$ cat src/rtl/pwr_supply_clk_gen_multi.sv
// Multi-channel 50%-duty switching clock generator with per-channel phase offset,
// deferred half-period reload and glitch-free enable. Optional dither: PWR_SUPPLY_CLK_DITHER_EN.
module pwr_supply_clk_gen_multi #(
  parameter int unsigned NUM_CHANNELS        = 4,
  parameter int unsigned DIV_W               = 16,
  parameter int unsigned DEFAULT_HALF_PERIOD = 500
) (
  input  logic                          clk,
  input  logic                          rst_n,
  input  logic [NUM_CHANNELS-1:0]       enable,
  input  logic [NUM_CHANNELS*DIV_W-1:0] half_period,
  input  logic [NUM_CHANNELS*DIV_W-1:0] phase_offset,
  input  logic                          cfg_load,
  output logic [NUM_CHANNELS-1:0]       pwr_supply_clk,
  output logic [NUM_CHANNELS-1:0]       running
);

  typedef enum logic [1:0] {IDLE, ALIGN, RUN} state_t;

  localparam logic [DIV_W-1:0] HP_DEF = DIV_W'(DEFAULT_HALF_PERIOD);
  localparam logic [DIV_W-1:0] ONE    = DIV_W'(1);
  localparam logic [DIV_W-1:0] TWO    = DIV_W'(2);
  localparam logic [DIV_W:0]   ONE_W  = (DIV_W+1)'(1);

  function automatic logic [DIV_W-1:0] clamp_hp(input logic [DIV_W-1:0] v);
    return (v < TWO) ? TWO : v;
  endfunction

`ifdef PWR_SUPPLY_CLK_DITHER_EN
  logic [15:0] lfsr;

  always_ff @(posedge clk or negedge rst_n) begin
    if (!rst_n) lfsr <= 16'hACE1;
    else        lfsr <= {lfsr[14:0], lfsr[15] ^ lfsr[13] ^ lfsr[12] ^ lfsr[10]};
  end
`endif

  for (genvar c = 0; c < NUM_CHANNELS; c++) begin : g_ch
    state_t           state_q, state_n;
    logic [DIV_W-1:0] cnt_q, cnt_n, h_q, h_n, p_q, p_n, pend_q, pend_n;
    logic             pvld_q, pvld_n, out_q, out_n, apply;
    logic [DIV_W:0]   h_eff, term;

`ifdef PWR_SUPPLY_CLK_DITHER_EN
    logic [1:0] d_q, d_n;

    // Dither code is latched on every rising output edge and held for the whole period.
    assign d_n = (out_n && !out_q) ? lfsr[2*c +: 2] : d_q;

    always_comb begin
      h_eff = {1'b0, h_q};
      case (d_q)
        2'b01:   h_eff = {1'b0, h_q} + ONE_W;
        2'b10:   h_eff = {1'b0, h_q} - ONE_W;
        default: h_eff = {1'b0, h_q};
      endcase
      if (h_eff < {1'b0, TWO}) h_eff = {1'b0, TWO};
    end

    always_ff @(posedge clk or negedge rst_n) begin
      if (!rst_n) d_q <= '0;
      else        d_q <= d_n;
    end
`else
    assign h_eff = {1'b0, h_q};
`endif

    assign term = h_eff - ONE_W;

    always_comb begin
      state_n = state_q;
      cnt_n   = cnt_q;
      out_n   = out_q;
      h_n     = h_q;
      p_n     = p_q;
      pend_n  = pend_q;
      pvld_n  = pvld_q;
      apply   = 1'b0;
      case (state_q)
        IDLE: begin
          out_n = 1'b0;
          if (enable[c]) begin
            state_n = ALIGN;
            cnt_n   = '0;
            p_n     = phase_offset[c*DIV_W +: DIV_W];
            apply   = 1'b1;
          end
        end
        ALIGN: begin
          if (!enable[c]) begin
            state_n = IDLE;
            cnt_n   = '0;
          end else if (cnt_q == p_q) begin
            out_n   = 1'b1;
            cnt_n   = '0;
            state_n = RUN;
          end else begin
            cnt_n = cnt_q + ONE;
          end
        end
        RUN: begin
          // A disable during the low phase exits at once; during the high phase the
          // falling toggle is completed first so no runt pulse is produced.
          if (!enable[c] && !out_q) begin
            state_n = IDLE;
            cnt_n   = '0;
          end else if ({1'b0, cnt_q} == term) begin
            cnt_n = '0;
            out_n = !out_q;
            if (!out_q)          apply   = 1'b1;
            else if (!enable[c]) state_n = IDLE;
          end else begin
            cnt_n = cnt_q + ONE;
          end
        end
        default: begin
          state_n = IDLE;
          cnt_n   = '0;
          out_n   = 1'b0;
        end
      endcase
      if (apply && pvld_q) begin
        h_n    = pend_q;
        pvld_n = 1'b0;
      end
      // A load coinciding with an application wins: the fresh value stays pending.
      if (cfg_load) begin
        pend_n = clamp_hp(half_period[c*DIV_W +: DIV_W]);
        pvld_n = 1'b1;
      end
    end

    always_ff @(posedge clk or negedge rst_n) begin
      if (!rst_n) begin
        state_q <= IDLE;
        cnt_q   <= '0;
        h_q     <= HP_DEF;
        p_q     <= '0;
        pend_q  <= HP_DEF;
        pvld_q  <= 1'b0;
        out_q   <= 1'b0;
      end else begin
        state_q <= state_n;
        cnt_q   <= cnt_n;
        h_q     <= h_n;
        p_q     <= p_n;
        pend_q  <= pend_n;
        pvld_q  <= pvld_n;
        out_q   <= out_n;
      end
    end

    assign pwr_supply_clk[c] = out_q;
    assign running[c]        = (state_q != IDLE);
  end

endmodule

$ cat config.mk
export PLATFORM = sky130hd
export DESIGN_NAME = pwr_supply_clk_gen_multi
export DESIGN_NICKNAME = d
export VERILOG_FILES = /design/src/rtl/pwr_supply_clk_gen_multi.sv
export SDC_FILE = /design/constraint.sdc
export NUM_CORES = 1
export LEC_CHECK = 0
export BUFFER_PORTS_ARGS = -buffer_cell sky130_fd_sc_hd__clkbuf_2
export CORE_MARGIN = 10
export CORE_UTILIZATION = 34
export DETAILED_ROUTE_END_ITERATION = 16
export PLACE_DENSITY = 0.57
export SYNTH_ARGS = -nofsm -noshare
export SYNTH_HDL_FRONTEND = slang
export SYNTH_SLANG_ARGS = --single-unit
$ cat constraint.sdc
create_clock -name clk -period 5.2 [get_ports clk]
set_input_delay 0.78 -clock clk [delete_from_list [all_inputs] [get_ports clk]]
set_output_delay 0.78 -clock clk [all_outputs]
set_load 0.03 [all_outputs]
==> impl_metrics.toml <==
[status]
outcome = "finished, final reports clean"

[cells_and_area]
insertedDiodeCount = 0
final_nets = 1692
final_layout_size_suffix_gt1_share_pct = 29.4
areaGrowthSynthToFinish_pct = 15.3
fin_area_um2 = 17600
fill_cells = 4357
fin_cells = 2154

[power_and_ir_drop]
p_leak_nw = 7.27
switching_share_pct = 33.7
switchingPower_mw = 3.02
combPwrFrac_pct = 32.0
seq_power_share_pct = 39.0
power.density_nw_per_um2 = 508
p_int_mw = 5.93
peakVddDrop_uv = 259
clkPwrFrac_pct = 29.1

[synth]
dominantRegCellSynth = "dfrtp_1"
yosysWarnings = 0
syn_nets = 1598
synth_seq_area_share_pct = 45.0
synthCells = 1443
postSynthAreaPerCell_um2 = 10.6
yosysUniqueCellTypes = 85
ys_seq_elements = 272
synth_edf_count = 0
synth_area_um2 = 15300
synthArstFlopShare_pct = 100

[setup_path]
cp_max_fo = 15
critPathCaptureType = "register"
critPathKind = "register to register"
cp_top_family = "compound AO/OA/AOI/OAI gates"
cp.arrival_ps = 4300
cp.required_ps = 5560
crit_path_top_delay_cell = "o21ai_1"
cpPeakStageDelay_ps = 900
worstPathCellList = "inv_1 > ha_1 > nor3b_1 > xnor2_1 > a2111oi_0 > o2111ai_1 > a22o_1 > o21ai_1 > o21ai_0"
path_buf_inv = 1
worstSetupStartpointType = "register"

[floorplan]
die_w_um = 232
coreArea_um2 = 44300
die_h_um = 232
num_io_pins = 143
start_util_pct = 34.5
die_area_um2 = 53800
rows = 77

[cts]
clk_path_buf_depth = 3
cts_inserted_buffers = 35
hold_buffers = 0
cts.sinks = 272
cts_tree = "built"
htree_levels = 2
cts-resized-gates = 0
clkLatencyLatePin_ps = 540
clk_pin_slew_worst_paths_ps = 60
clockRootBuffer = "clkbuf_16"
post-cts-setup-buffers = 0

[placement]
place_congestion = 0.845
placed_cell_area_um2 = 16400
io_buffers = 142
dp_hpwl_mm = 27.7
dp_cells = 2092

[grt]
grt_max_degree = 125
grtUsageTotal_pct = 14.1
antenna_found_initial = 3
grt_pass1_vias = 11500
overflow = 0
grt_pass1_wl_mm = 62.3

[timing]
tightest_slew_ps = 1110
setup_violations = 0
tns_ps = 0
max_freq_ghz = 0.254
slew_headroom_pct = 25.3
skew_ps = 9.66
rsz0062_at_grt = "no"
slew_viol_final = 0
min_period_over_period_pct = 75.7
finalHoldViolations = 0
min_period_ps = 3940

[drt]
antenna_left = 0
first_iter_violations = 671
drc = 0
wl_mm = 37.8
detail_route.vias_per_cell = 5.16
wl_per_cell_um = 17.6
vias = 11100
drt_pre_antenna_iters = 5

[worst_hold_path]
hold_class = "input port to async pin"

[flow_run]
drv_cap = 0
## sequential cells by signal, indices dropped and copies added, names as in the netlist
signal and flops:
g_ch.cnt_q 64, g_ch.h_q 64, g_ch.p_q 64, g_ch.pend_q 64, g_ch.state_q 8, g_ch.out_q 4
g_ch.pvld_q 4
## Yosys cell counts (9+ instances only)
cell | instances | area (µm²)
dfstp_2 | 48 | 1260
inv_1 | 46 | 173
o311ai_0 | 12 | 105
and2_1 | 10 | 62.6
nor3_1 | 35 | 175
nor4_1 | 39 | 244
mux2_2 | 165 | 1860
dfrtp_1 | 224 | 5610
mux2_4 | 20 | 300
nand2_1 | 106 | 398
a31oi_1 | 9 | 56.3
clkbuf_1 | 69 | 259
a21oi_1 | 32 | 160
nand2b_1 | 12 | 75.1
nor2_1 | 76 | 285
xnor2_1 | 83 | 727
o21ai_0 | 43 | 215
xor2_1 | 82 | 718
o211ai_1 | 29 | 218
or4_1 | 17 | 128
ha_1 | 20 | 250
nand4_1 | 21 | 131
nand3_1 | 39 | 195
and3_1 | 13 | 81.3
or3_1 | 19 | 119
mux2i_1 | 9 | 90.1
nor3b_1 | 9 | 67.6
## kinds of logic (layout without fill, tap and decap cells)
family                     Yosys count  count (layout)  share of synthesized area [%]
adders and majority gates           20              20                           1.64
buffers and inverters              137             256                           3.90
muxes                              194             194                           14.7
AOI/OAI and AO/OA                  219             219                           10.2
xor gates and xnor gates           166             166                           9.61
and+or+nand+nor                    435             435                           14.9
DFF                                272             272                           45.0
## worst register-to-register path, cell delays in order (launching register included)
cell and delay, ps:
dfrtp_1 410, inv_1 90, ha_1 170, nor3b_1 520, xnor2_1 170, a2111oi_0 570
o2111ai_1 320, a22o_1 360, o21ai_1 900, o21ai_0 250
## power by group through the flow
| stage | Clock [mW] | Combinational (mW) | Sequential [mW] |
|---|---|---|---|
| floorplan | 0 | 2.41 | 3.29 |
| global placement | 0 | 2.80 | 3.50 |
| detailed placement | 0 | 2.87 | 3.53 |
| CTS | 2.69 | 2.89 | 3.50 |
| global route | 2.78 | 3.19 | 3.60 |
| finish | 2.60 | 2.86 | 3.49 |
## placed cells by master (no fill, tap or decap), types with 29 or more instances in the layout
master / netlist / layout
dfrtp_1: 224 / 224
xnor2_1: 83 / 83
nor3_1: 35 / 35
nand3_1: 39 / 39
nand2_1: 106 / 106
nor4_1: 39 / 39
dfstp_2: 48 / 48
mux2_2: 165 / 165
clkbuf_2: 0 / 140
xor2_1: 82 / 82
clkbuf_16: 0 / 37
o211ai_1: 29 / 29
a21oi_1: 32 / 32
o21ai_0: 43 / 43
inv_1: 46 / 46
nor2_1: 76 / 76
## area by class of cell
class	instances	area, µm²	area share (%)
clock buffer	49	1050	5.97
inverter	47	176	1.00
clock inverter	13	193	1.09
sequential	272	6870	39.0
timing repair buffer	147	773	4.39
tap	592	741	4.20
multi-input combinational	1034	7820	44.4
## path summary, 6_finish.rpt
check | start | end | slack [ps] | cells after the start
hold / removal | rst_n | g_ch[0].p_q[9]$_DFFE_PN0P_ | 220 | 1
setup / recovery | g_ch[3].h_q[0]$_DFFE_PN0P_ | g_ch[3].cnt_q[15]$_DFFE_PN0P_ | 1260 | 9
max in group asynchronous | rst_n | g_ch[1].pend_q[9]$_DFFE_PN0P_ | 3730 | 2
setup reg to reg | g_ch[3].h_q[0]$_DFFE_PN0P_ | g_ch[3].cnt_q[15]$_DFFE_PN0P_ | 1260 | 9
hold reg to reg | g_ch[2].pend_q[1]$_DFFE_PN0P_ | g_ch[2].pend_q[1]$_DFFE_PN0P_ | 490 | 1
min in group clk | half_period[16] | g_ch[1].pend_q[0]$_DFFE_PN0P_ | 470 | 3
## metrics by stage
stage | power, mW | setup WS (ps) | hold slack (ps) | utilization (%)
finish | 8.95 | 1260 | 224 | 39.7
global route | 9.57 | 923 | 263 | 39.7
CTS | 9.08 | 1290 | 252 | 39.7
detailed placement | 6.40 | 1300 | 478 | 36.9
global placement | 6.31 | 1500 | 477 | 36.9
floorplan | 5.70 | 1810 | 449 | -
## metal layers
metal / GRT usage (%) / vias up / wire length, µm
li1: - / 5388 / -
met1: 18.7 / 5490 / 17700
met2: 22.6 / 187 / 17700
met3: 3.16 / 52 / 1670
met4: 4.31 / 6 / 735
met5: 0 / - / 37
No activity file was read; power rests on OpenSTA's default activity.
